`src/rtl/pipe_stage_reg_pkg.sv`:
```
// Shared definitions for the pipeline stage registers: per-stage payload widths,
// the bubble instruction encoding and the per-cycle operating mode of a stage.
package pipe_pkg;

    localparam int IF_ID_W   = 64;
    localparam int ID_EX_W   = 128;
    localparam int EX_MEM_W  = 96;
    localparam int MEM_WB_W  = 72;
    localparam int CNT_W_DEF = 16;

    localparam logic [31:0] NOP_INSTR = 32'h00000000;

    // Listed in priority order: a lower enumerator wins when several conditions hold.
    typedef enum logic [1:0] {
        OP_RESET = 2'd0,
        OP_FLUSH = 2'd1,
        OP_STALL = 2'd2,
        OP_RUN   = 2'd3
    } stage_op_e;

endpackage

```
`src/rtl/pipe_stage_reg_sat_counter.sv`:
```
// Event counter that sticks at all-ones instead of wrapping; cleared only by reset.
module sat_counter #(
    parameter int CNT_W = 16
) (
    input  logic             clk,
    input  logic             rst_n,
    input  logic             inc,
    output logic [CNT_W-1:0] cnt
);

    logic [CNT_W-1:0] r_cnt;

    always_ff @(posedge clk) begin
        if (!rst_n) begin
            r_cnt <= '0;
        end else if (inc && (r_cnt != {CNT_W{1'b1}})) begin
            r_cnt <= r_cnt + {{(CNT_W-1){1'b0}}, 1'b1};
        end
    end

    assign cnt = r_cnt;

endmodule

```
`src/rtl/pipe_stage_reg.sv`:
```
// Generic pipeline stage register: one opaque payload, valid/ready on both sides,
// hazard stall, flush with bubble injection, optional skid entry and event counters.
module pipe_stage_reg
    import pipe_pkg::*;
#(
    parameter int                 DATA_W      = 32,
    parameter int                 SKID        = 1,
    parameter logic [DATA_W-1:0]  RESET_DATA  = '0,
    parameter logic [DATA_W-1:0]  BUBBLE_DATA = '0,
    parameter int                 CNT_W       = CNT_W_DEF
) (
    input  logic              clk,
    input  logic              rst_n,
    input  logic              in_valid,
    output logic              in_ready,
    input  logic [DATA_W-1:0] in_data,
    output logic              out_valid,
    input  logic              out_ready,
    output logic [DATA_W-1:0] out_data,
    input  logic              stall,
    input  logic              flush,
    output logic [CNT_W-1:0]  stall_cnt,
    output logic [CNT_W-1:0]  flush_cnt
);

    // Handshake: a beat moves on a port only in a cycle where valid and ready are
    // both 1 at the rising edge; valid never depends on ready on the same port.
    logic              r_main_valid;
    logic [DATA_W-1:0] r_main_data;
    logic              r_skid_valid;
    logic [DATA_W-1:0] r_skid_data;

    stage_op_e w_op;
    logic      w_ready_run;
    logic      w_accept;
    logic      w_drain;
    logic      w_stall_inc;
    logic      w_flush_inc;

    always_comb begin
        w_op = OP_RUN;
        if (!rst_n)     w_op = OP_RESET;
        else if (flush) w_op = OP_FLUSH;
        else if (stall) w_op = OP_STALL;
    end

    // With the skid entry, in_ready comes straight from a flop, cutting the out_ready path.
    assign w_ready_run = (SKID != 0) ? ~r_skid_valid : (~r_main_valid | out_ready);
    assign in_ready    = (w_op == OP_RUN) & w_ready_run;
    assign out_valid   = r_main_valid & ~stall & ~flush;
    assign out_data    = r_main_data;

    assign w_accept    = in_valid & in_ready;
    assign w_drain     = out_valid & out_ready;
    assign w_stall_inc = (w_op == OP_STALL);
    assign w_flush_inc = (w_op == OP_FLUSH) & (r_main_valid | r_skid_valid);

    always_ff @(posedge clk) begin
        case (w_op)
            OP_RESET: begin
                r_main_valid <= 1'b0;
                r_skid_valid <= 1'b0;
                r_main_data  <= RESET_DATA;
                r_skid_data  <= RESET_DATA;
            end
            OP_FLUSH: begin
                r_main_valid <= 1'b0;
                r_skid_valid <= 1'b0;
                r_main_data  <= BUBBLE_DATA;
            end
            OP_STALL: begin
            end
            default: begin
                if (SKID != 0) begin
                    // in_ready is low while the skid entry is full, so refill and accept never coincide.
                    if (w_drain && r_skid_valid) begin
                        r_main_data  <= r_skid_data;
                        r_skid_valid <= 1'b0;
                    end else if (w_accept) begin
                        if (!r_main_valid || w_drain) begin
                            r_main_data  <= in_data;
                            r_main_valid <= 1'b1;
                        end else begin
                            r_skid_data  <= in_data;
                            r_skid_valid <= 1'b1;
                        end
                    end else if (w_drain) begin
                        r_main_valid <= 1'b0;
                    end
                end else begin
                    if (w_accept) begin
                        r_main_data  <= in_data;
                        r_main_valid <= 1'b1;
                    end else if (w_drain) begin
                        r_main_valid <= 1'b0;
                    end
                end
            end
        endcase
    end

    sat_counter #(.CNT_W(CNT_W)) u_stall_cnt (
        .clk   (clk),
        .rst_n (rst_n),
        .inc   (w_stall_inc),
        .cnt   (stall_cnt)
    );

    sat_counter #(.CNT_W(CNT_W)) u_flush_cnt (
        .clk   (clk),
        .rst_n (rst_n),
        .inc   (w_flush_inc),
        .cnt   (flush_cnt)
    );

endmodule

```
`config.mk`:
```
export PLATFORM = sky130hd
export DESIGN_NAME = pipe_stage_reg
export DESIGN_NICKNAME = d
export VERILOG_FILES = /design/src/rtl/pipe_stage_reg_pkg.sv /design/src/rtl/pipe_stage_reg_sat_counter.sv /design/src/rtl/pipe_stage_reg.sv
export SDC_FILE = /design/constraint.sdc
export NUM_CORES = 1
export LEC_CHECK = 0
export BUFFER_PORTS_ARGS = -buffer_cell sky130_fd_sc_hd__buf_2
export CAP_MARGIN = 20
export CELL_PAD_IN_SITES_DETAIL_PLACEMENT = 1
export CELL_PAD_IN_SITES_GLOBAL_PLACEMENT = 2
export CORE_MARGIN = 10
export CORE_UTILIZATION = 30
export CTS_BUF_LIST = sky130_fd_sc_hd__clkbuf_4 sky130_fd_sc_hd__clkbuf_8 sky130_fd_sc_hd__clkbuf_16
export DETAILED_ROUTE_END_ITERATION = 7
export PLACE_DENSITY = 0.78
export SKIP_CTS_REPAIR_TIMING = 1
export SLEW_MARGIN = 10
export SYNTH_ARGS = -nofsm -noshare
export SYNTH_HDL_FRONTEND = slang
export SYNTH_HIERARCHICAL = 1
export SYNTH_SLANG_ARGS = --single-unit
```
`constraint.sdc`:
```
create_clock -name clk -period 5.8 [get_ports clk]
set_clock_uncertainty 0.05 [all_clocks]
set_input_delay 0.29 -clock clk [delete_from_list [all_inputs] [get_ports clk]]
set_output_delay 0.29 -clock clk [all_outputs]
set_load 0.005 [all_outputs]
```
==> impl_metrics.env, run 1 <==
export IMPL_slew_headroom=0.467
export IMPL_diodes=0
export IMPL_final_antenna_net_count=0
export IMPL_syn_area_um2=4440
export IMPL_met2_length_mm=5.45
export IMPL_dieArea_um2=20100
export IMPL_tns_ns=0
export IMPL_comb_power_share=0.061
export IMPL_grt_overflow=0
export IMPL_leakagePower_uw=0.00218
export IMPL_drc=0
export IMPL_regArea_um2=2620
export IMPL_cp_max_fo=49
export IMPL_first_pass_iters=4
export IMPL_cts_sinks=98
export IMPL_post_drt_wl_per_cell_um=17.9
export IMPL_synth_largest_area_cell="edfxtp_1"
export IMPL_cap_violations=0
export IMPL_antenna_found_initial=1
export IMPL_cts_made_buffers=9
export IMPL_tightest_slew_ns=0.794
export IMPL_die_width_um=142
export IMPL_clock_latency_ns=0.35
export IMPL_seqPwrFrac=0.524
export IMPL_dr_max_layer_used="met5"
export IMPL_grt_max_degree=50
export IMPL_hold_path_class="primary input to register"
export IMPL_h_tree_depth=3
export IMPL_place_hpwl_mm=8.45
export IMPL_synth_fp_nets=398
export IMPL_drv_slew=0
export IMPL_period_minus_slack_ns=2.23
export IMPL_initial_core_util=0.305
export IMPL_ir_drop_mv=0.165
export IMPL_ys_seq_elements=98
export IMPL_end_kind="register"
export IMPL_synth_most_common_cell="edfxtp_1"
export IMPL_die_height_um=142
export IMPL_drive_above_1_share=0.341
export IMPL_post_route_period_util=0.384
export IMPL_critPathLaunchType="primary input"
export IMPL_crit_type="primary input to register"
export IMPL_portBuffers=103
export IMPL_max_freq_mhz=449
export IMPL_seq_area_frac_synth=0.591
export IMPL_fill_cells=1612
export IMPL_netlist_instances=358
export IMPL_p_int_uw=1160
export IMPL_synth_top_flop_cell="edfxtp_1"
export IMPL_root_buffer="clkbuf_16"
export IMPL_rsz0062_at_grt="no"
export IMPL_multi_input_area_um2=1680
export IMPL_ys_async_sr_fraction=0
export IMPL_finalSetupViolations=0
export IMPL_clockPowerShare=0.415
export IMPL_synth_edff_count=66
export IMPL_ys_warn_count=6
export IMPL_power_density_nw_per_um2=278
export IMPL_first_global_vias=3415
export IMPL_synth_top_cell_area_share=0.447
export IMPL_synth_common_cells="edfxtp_1 (66), and2_1 (35), dfxtp_1 (32)"
export IMPL_tritoncts="built"
export IMPL_syn_avg_cell_area_um2=12.4
export IMPL_arrival_ns=2.19
export IMPL_wl_met1_mm=5.12
export IMPL_outcome="finished, final reports clean"
export IMPL_synth_cell_types=43
export IMPL_grt_pass1_wl_mm=18.5
export IMPL_holdWs_ns=0.189
export IMPL_routed_wl_mm=11.6
export IMPL_cts_buffer_depth=2
export IMPL_clkTransAtPathRegs_ns=0.07
export IMPL_hold_viol=0
export IMPL_gp_congestion=0.738
export IMPL_drt_iter0_markers=181
export IMPL_power_share_switching=0.230
export IMPL_ys_top_cells_by_area="edfxtp_1 (45%), dfxtp_1 (14%), a22o_2 (5.6%)"
export IMPL_syn2layout_area_growth_pct=22.2
export IMPL_dr_wl_met3_um=975
export IMPL_coreArea_um2=14500
export IMPL_final_nets=501
export IMPL_vias=3313
export IMPL_switchingPower_uw=347
export IMPL_via_per_inst=5.10
export IMPL_cp_required_ns=5.76
export IMPL_grt_use_total=0.114
export IMPL_io_pins=104
export IMPL_placementRows=44
-- cells by family after synthesis --
group | count (synthesis) | share of synthesized area
fa+ha+maj | 2 | 0.00564
simple gates | 142 | 0.206
buf+inv | 24 | 0.0347
flops | 98 | 0.591
compound gates | 82 | 0.141
xor+xnor | 4 | 0.00790
mux | 6 | 0.0135
-- power groups by stage --
| stage | Combinational, uW | Clock [uW] | Sequential, uW |
|---|---|---|---|
| floorplan | 43.0 | 0 | 808 |
| global placement | 91.5 | 0 | 805 |
| detailed placement | 95.1 | 0 | 807 |
| CTS | 95.5 | 645 | 791 |
| global route | 103 | 669 | 794 |
| finish | 92.5 | 626 | 790 |
-- cell type report --
| type | instances | area share |
|---|---|---|
| sequential | 98 | 0.484 |
| multi-input combinational | 236 | 0.310 |
| clock buffer | 9 | 0.0415 |
| timing repair buffer | 107 | 0.101 |
| tap | 184 | 0.0425 |
| clock inverter | 7 | 0.0152 |
| inverter | 9 | 0.00623 |
-- state kept, by name, summed over array words and instances (netlist names) --
name and count:
out_data 32, r_skid_data 32, u_flush_cnt/cnt 16, u_stall_cnt/cnt 16, r_main_valid 1, r_skid_valid 1
-- worst max-delay path, cell delays in order --
cell and delay, ns:
buf_2 0.58, or3b_4 0.51, or2_2 0.32, nand2_1 0.07, buf_4 0.38
-- final timing paths --
path | from | end | slack, ns | cells after the start
worst max-delay path | rst_n | r_skid_data[12]$_SDFFCE_PP0P_ | 3.57 | 5
worst max register to register | r_skid_valid$_SDFFCE_PP0P_ | r_skid_data[12]$_SDFFCE_PP0P_ | 3.59 | 4
worst min register to register | u_flush_cnt/cnt[15]$_SDFFE_PN0P_ | u_flush_cnt/cnt[15]$_SDFFE_PN0P_ | 0.49 | 2
worst min-delay path | in_data[14] | r_skid_data[14]$_SDFFCE_PP0P_ | 0.19 | 2
-- cell usage in the layout, fill, tap and decap left out, types with 7 or more instances in the layout --
cell type and instances:
a21oi_1 20, a22o_1 7, a22o_2 25, and2_1 35, buf_2 103, clkbuf_16 9, dfxtp_1 32, edfxtp_1 66
inv_1 9, nand2_1 22, nand3_1 13, nor2_1 11, o21ai_0 9, o31ai_1 10, or4_1 10
-- metrics by stage --
| step | total power (uW) | instance area [um2] | worst slack (ns) | std cells | util |
|---|---|---|---|---|---|
| 2_1_floorplan | 851 | 4440 | 2.14 | 358 | - |
| 3_3_place_gp | 896 | 5110 | 3.26 | 634 | 0.351 |
| 4_1_cts | 1530 | 5410 | 3.48 | 650 | 0.373 |
| 6_report | 1510 | 5420 | 3.57 | 650 | 0.373 |
| 5_1_grt | 1570 | 5420 | 3.37 | 650 | 0.373 |
| 3_5_place_dp | 902 | 5110 | 3.17 | 634 | 0.351 |
-- routing by layer --
layer  up-vias  global-route usage
met3         7              0.0587
met5         -                   0
met1      1622               0.133
met4         2              0.0226
met2        88               0.185
li1       1594                   -
(Power assumes the default switching activity.)
==> run 2, diff against run 1 <==
- ABC_AREA: default -> 1
- CORE_UTILIZATION: 30 -> 29
- PLACE_DENSITY: 0.78 -> 0.85
- clock period: 5.8 -> 2 ns (I/O delays scaled with it)
==> run 2 against run 1 <==
Against the previous run:
- the run now ends with hold timing left
- synthesized area increased by 10%
- die area increased by 12%
- via count increased by 24%
- worst hold slack got worse by 0.21 ns
- combinational power increased to 3.7 times the previous value
- critical path type is now register to register
==> impl_metrics.env, run 2 <==
export IMPL_rsz0062_at_grt="no"
export IMPL_outcome="finished, violations left"
export IMPL_clkTransAtPathRegs_ns=0.07
export IMPL_ys_top_cells_by_area="edfxtp_1 (41%), nand2_1 (15%), dfxtp_1 (13%)"
export IMPL_first_pass_iters=4
export IMPL_dieArea_um2=22400
export IMPL_comb_power_share=0.079
export IMPL_leakagePower_uw=0.00293
export IMPL_syn_area_um2=4880
export IMPL_post_route_period_util=0.852
export IMPL_routed_wl_mm=13.7
export IMPL_drc=0
export IMPL_tightest_slew_ns=0.732
export IMPL_arrival_ns=1.69
export IMPL_grt_pass1_wl_mm=22.2
export IMPL_io_pins=104
export IMPL_tritoncts="built"
export IMPL_synth_edff_count=66
export IMPL_via_per_inst=4.47
export IMPL_cp_required_ns=1.99
export IMPL_grt_max_degree=68
export IMPL_grt_use_total=0.124
export IMPL_clockPowerShare=0.385
export IMPL_cp_max_fo=32
export IMPL_power_density_nw_per_um2=715
export IMPL_ys_seq_elements=98
export IMPL_initial_core_util=0.295
export IMPL_placementRows=47
export IMPL_mostFrequentLayoutCell="nand2_1"
export IMPL_gp_congestion=0.772
export IMPL_root_buffer="clkbuf_16"
export IMPL_cap_violations=0
export IMPL_critPathLaunchType="register"
export IMPL_drv_slew=0
export IMPL_holdWs_ns=-0.0186
export IMPL_ys_async_sr_fraction=0
export IMPL_max_freq_mhz=587
export IMPL_dp_cells=884
export IMPL_end_kind="register"
export IMPL_critPathMaxStageDelay_ns=0.48
export IMPL_finalSetupViolations=0
export IMPL_final_nets=729
export IMPL_cpMaxStageDelayCell="edfxtp_1"
export IMPL_most_common_layout_cells="nand2_1 (191), buf_2 (103), nor2_1 (74)"
export IMPL_p_int_uw=3270
export IMPL_synth_most_common_cell="nand2_1"
export IMPL_coreArea_um2=16500
export IMPL_vias=4092
export IMPL_die_width_um=150
export IMPL_ir_drop_mv=0.356
export IMPL_seqPwrFrac=0.536
export IMPL_h_tree_depth=3
export IMPL_seq_area_frac_synth=0.537
export IMPL_drt_iter0_markers=144
export IMPL_place_hpwl_mm=9.93
export IMPL_synth_common_cells="nand2_1 (192), nor2_1 (74), edfxtp_1 (66)"
export IMPL_synth_top_flop_cell="edfxtp_1"
export IMPL_cts_buffer_depth=2
export IMPL_fin_cells=916
export IMPL_drive_above_1_share=0.249
export IMPL_synth_cell_types=26
export IMPL_hold_path_class="primary input to register"
export IMPL_timing_critical_path_mode_cell="nand2_1"
export IMPL_cts_made_buffers=9
export IMPL_final_antenna_net_count=0
export IMPL_grt_overflow=0
export IMPL_die_height_um=150
export IMPL_netlist_instances=572
export IMPL_tns_ns=0
export IMPL_antenna_found_initial=2
export IMPL_hold_viol=9
export IMPL_clock_latency_ns=0.34
export IMPL_synth_largest_area_cell="edfxtp_1"
export IMPL_crit_type="register to register"
export IMPL_synth_fp_nets=612
export IMPL_power_share_switching=0.241
export IMPL_violations="hold timing"
export IMPL_ys_warn_count=6
export IMPL_syn_avg_cell_area_um2=8.54
export IMPL_syn2layout_area_growth_pct=23.2
export IMPL_slew_headroom=0.512
export IMPL_first_global_vias=4354
export IMPL_synth_top_cell_area_share=0.406
export IMPL_crit_chain="nor2_1 > nand2_1 > nor2_2 > nand2_1 > nand2_2 > buf_12"
export IMPL_switchingPower_uw=1040
export IMPL_period_minus_slack_ns=1.70
export IMPL_post_drt_wl_per_cell_um=14.9
export IMPL_portBuffers=103
export IMPL_cts_sinks=98
[run 2: changes by cell type after synthesis, moves of 7 or more]
cell,change
nand2_1,+170
nor2_1,+63
inv_1,+48
nand3_1,+44
and2_1,-35
a22o_2,-25
nor2_2,+15
nor2_4,+13
o31ai_1,-11
or4_1,-10
o21ai_0,-9
nand2_2,+8
a22o_1,-7
[run 2: cells by family after synthesis]
group | synth area share
AO/OA/AOI/OAI | 0.0179
adder cells (fa/ha/maj) | 0.00512
buffers and inverters | 0.0784
flip-flops | 0.537
AND/OR/NAND/NOR | 0.361
[run 2: power by group through the flow]
| stage | clock [uW] | sequential [uW] | combinational [uW] |
|---|---|---|---|
| global route | 1810 | 2320 | 391 |
| global placement | 0 | 2350 | 318 |
| floorplan | 0 | 2350 | 162 |
| detailed placement | 0 | 2350 | 331 |
| finish | 1660 | 2310 | 341 |
| CTS | 1730 | 2310 | 332 |
[run 2: worst paths after layout]
check | cells past startpoint | slack (ns) | startpoint | endpoint
setup / recovery | 6 | 0.30 | r_skid_valid$_SDFFCE_PP0P_ | r_skid_data[2]$_SDFFCE_PP0P_
hold / removal | 3 | -0.02 | in_data[5] | r_skid_data[5]$_SDFFCE_PP0P_
setup reg to reg | 6 | 0.30 | r_skid_valid$_SDFFCE_PP0P_ | r_skid_data[2]$_SDFFCE_PP0P_
hold reg to reg | 2 | 0.46 | r_skid_data[23]$_SDFFCE_PP0P_ | out_data[23]$_SDFFCE_PP0P_
[run 2: worst max-delay path, delay by kind of cell, from the launching register on]
kind,cells,cell delay [ns]
buffers and inverters,1,0.21
DFF,1,0.48
and+or+nand+nor,5,0.65
[run 2: layer usage]
| layer | share of wire | vias to the layer above | track usage |
|---|---|---|---|
| met2 | 0.52 | 58 | 0.221 |
| met4 | 0.012 | 0 | 0.0384 |
| met3 | 0.051 | 9 | 0.0368 |
| li1 | - | 2061 | - |
| met5 | 0 | - | 0 |
| met1 | 0.42 | 1964 | 0.140 |
[run 2: per-stage QoR]
stage	area (um2)	setup slack, ns	power, uW	utilization
after global placement	5600	0.330	2670	0.339
after CTS	5870	0.282	4370	0.355
after floorplan	4880	0.0744	2510	-
final	6020	0.296	4300	0.364
after detailed placement	5600	0.290	2680	0.339
after global routing	6010	0.154	4520	0.364
[run 2: area by class of cell]
| cell class | instances | area (um2) |
|---|---|---|
| antenna | 2 | 5.00 |
| clock buffer | 9 | 225 |
| clock inverter | 7 | 51.3 |
| fill | 2000 | 10500 |
| inverter | 58 | 218 |
| multi-input combinational | 397 | 1880 |
| sequential | 98 | 2620 |
| tap | 220 | 275 |
| timing repair buffer | 125 | 741 |
==> run 3, diff against run 2 <==
- CORE_UTILIZATION: 29 -> 30
- PLACE_DENSITY: 0.85 -> 0.84
- clock period: 2 -> 1.9 ns (I/O delays scaled with it)
==> run 3 against run 2 <==
Against the previous run:
- die area down 2.9%
- largest power group unchanged
- fmax fell by 6.8%
- combinational power increased by 18%
- worst hold slack got worse by 0.0042 ns
- largest cell class unchanged
- core utilization increased by 2.5 points
- the run still ends with hold timing left
- clock power rose by 17%
- routed wire length is 4.4% higher
==> impl_metrics.env, run 3 (synthesized netlist as in run 2, its figures left out) <==
export IMPL_routed_wl_mm=14.3
export IMPL_power_density_nw_per_um2=768
export IMPL_grt_use_total=0.127
export IMPL_initial_core_util=0.306
export IMPL_antenna_found_initial=2
export IMPL_ir_drop_mv=0.453
export IMPL_cap_violations=0
export IMPL_first_global_vias=4358
export IMPL_dp_cells=882
export IMPL_coreArea_um2=15900
export IMPL_leakagePower_uw=0.00302
export IMPL_end_kind="register"
export IMPL_vias=4174
export IMPL_tns_ns=0
export IMPL_violations="hold timing"
export IMPL_place_hpwl_mm=10.1
export IMPL_tightest_slew_ns=0.582
export IMPL_cts_buffer_depth=2
export IMPL_grt_overflow=0
export IMPL_grt_pass1_wl_mm=22.3
export IMPL_post_drt_wl_per_cell_um=15.4
export IMPL_cts_made_buffers=9
export IMPL_hold_viol=9
export IMPL_cts_sinks=98
export IMPL_clock_latency_ns=0.35
export IMPL_max_freq_mhz=547
export IMPL_rsz0062_at_grt="no"
export IMPL_gp_congestion=0.812
export IMPL_arrival_ns=1.89
export IMPL_critPathLaunchType="register"
export IMPL_finalSetupViolations=0
export IMPL_post_route_period_util=0.963
export IMPL_drt_iter0_markers=239
export IMPL_drv_slew=0
export IMPL_clkTransAtPathRegs_ns=0.07
export IMPL_mostFrequentLayoutCell="nand2_1"
export IMPL_holdWs_ns=-0.0228
export IMPL_fill_cells=1951
export IMPL_crit_type="register to register"
export IMPL_hold_path_class="primary input to register"
export IMPL_die_width_um=148
export IMPL_root_buffer="clkbuf_16"
export IMPL_syn2layout_area_growth_pct=27.2
export IMPL_io_pins=104
export IMPL_dieArea_um2=21800
export IMPL_drc=0
export IMPL_first_pass_iters=4
export IMPL_period_minus_slack_ns=1.83
export IMPL_via_per_inst=4.51
export IMPL_cp_required_ns=1.97
export IMPL_h_tree_depth=3
export IMPL_cp_max_fo=14
export IMPL_die_height_um=148
export IMPL_placementRows=46
export IMPL_drive_above_1_share=0.260
export IMPL_most_common_layout_cells="nand2_1 (190), buf_2 (103), nor2_1 (73)"
export IMPL_final_antenna_net_count=0
export IMPL_tritoncts="built"
export IMPL_slew_headroom=0.612
export IMPL_final_nets=744
export IMPL_portBuffers=103
export IMPL_grt_max_degree=50
export IMPL_outcome="finished, violations left"
export IMPL_fin_cells=926
==> run 3: worst paths after layout <==
check                                     start                       endpoint  slack [ns]  cells after the start
setup / recovery     r_main_valid$_SDFFCE_PP0P_      out_data[0]$_SDFFCE_PP0P_        0.07                      6
hold / removal                      in_data[31]  r_skid_data[31]$_SDFFCE_PP0P_       -0.02                      3
setup reg to reg     r_main_valid$_SDFFCE_PP0P_      out_data[0]$_SDFFCE_PP0P_        0.07                      6
hold reg to reg   r_skid_data[31]$_SDFFCE_PP0P_     out_data[31]$_SDFFCE_PP0P_        0.46                      2
==> run 3: report_power, final <==
part	internal (uW)	switching, uW	total (uW)
clock	1050	892	1940
sequential	2390	39.2	2430
combinational	175	228	403
==> run 3: layer usage <==
metal  vias up  track usage  part of all wire
met5         -            0                 0
met4         0       0.0461             0.019
met3        18       0.0321             0.037
met2        61        0.241              0.54
met1      2002        0.131              0.40
li1       2093            -                 -
==> run 3: layout make-up <==
class                   count  area [um2]  share of cell area
diodes                      1        2.50            0.000403
clock inverters             7        81.3              0.0131
repair buffers            139         887               0.143
flip-flops and latches     98        2620               0.422
well taps                 216         270              0.0435
inverters                  58         221              0.0357
clock buffers               9         225              0.0363
multi-input cells         398        1900               0.306
==> run 3: critical path: stages (launching register included) <==
cell and delay (ns):
edfxtp_1 0.50, buf_4 0.19, nand3_1 0.11, nand2_1 0.07, a21oi_1 0.24, clkinvlp_4 0.22, clkbuf_16 0.22
==> run 3: through the flow <==
step	utilization	instance area [um2]	power (uW)	setup slack, ns
after global placement	0.352	5610	2810	0.0854
after detailed placement	0.352	5610	2830	-0.0558
after CTS	0.371	5920	4800	-0.0899
after floorplan	-	4890	2650	0.0682
after global routing	0.389	6210	4980	0.00130
final	0.390	6210	4770	0.0709
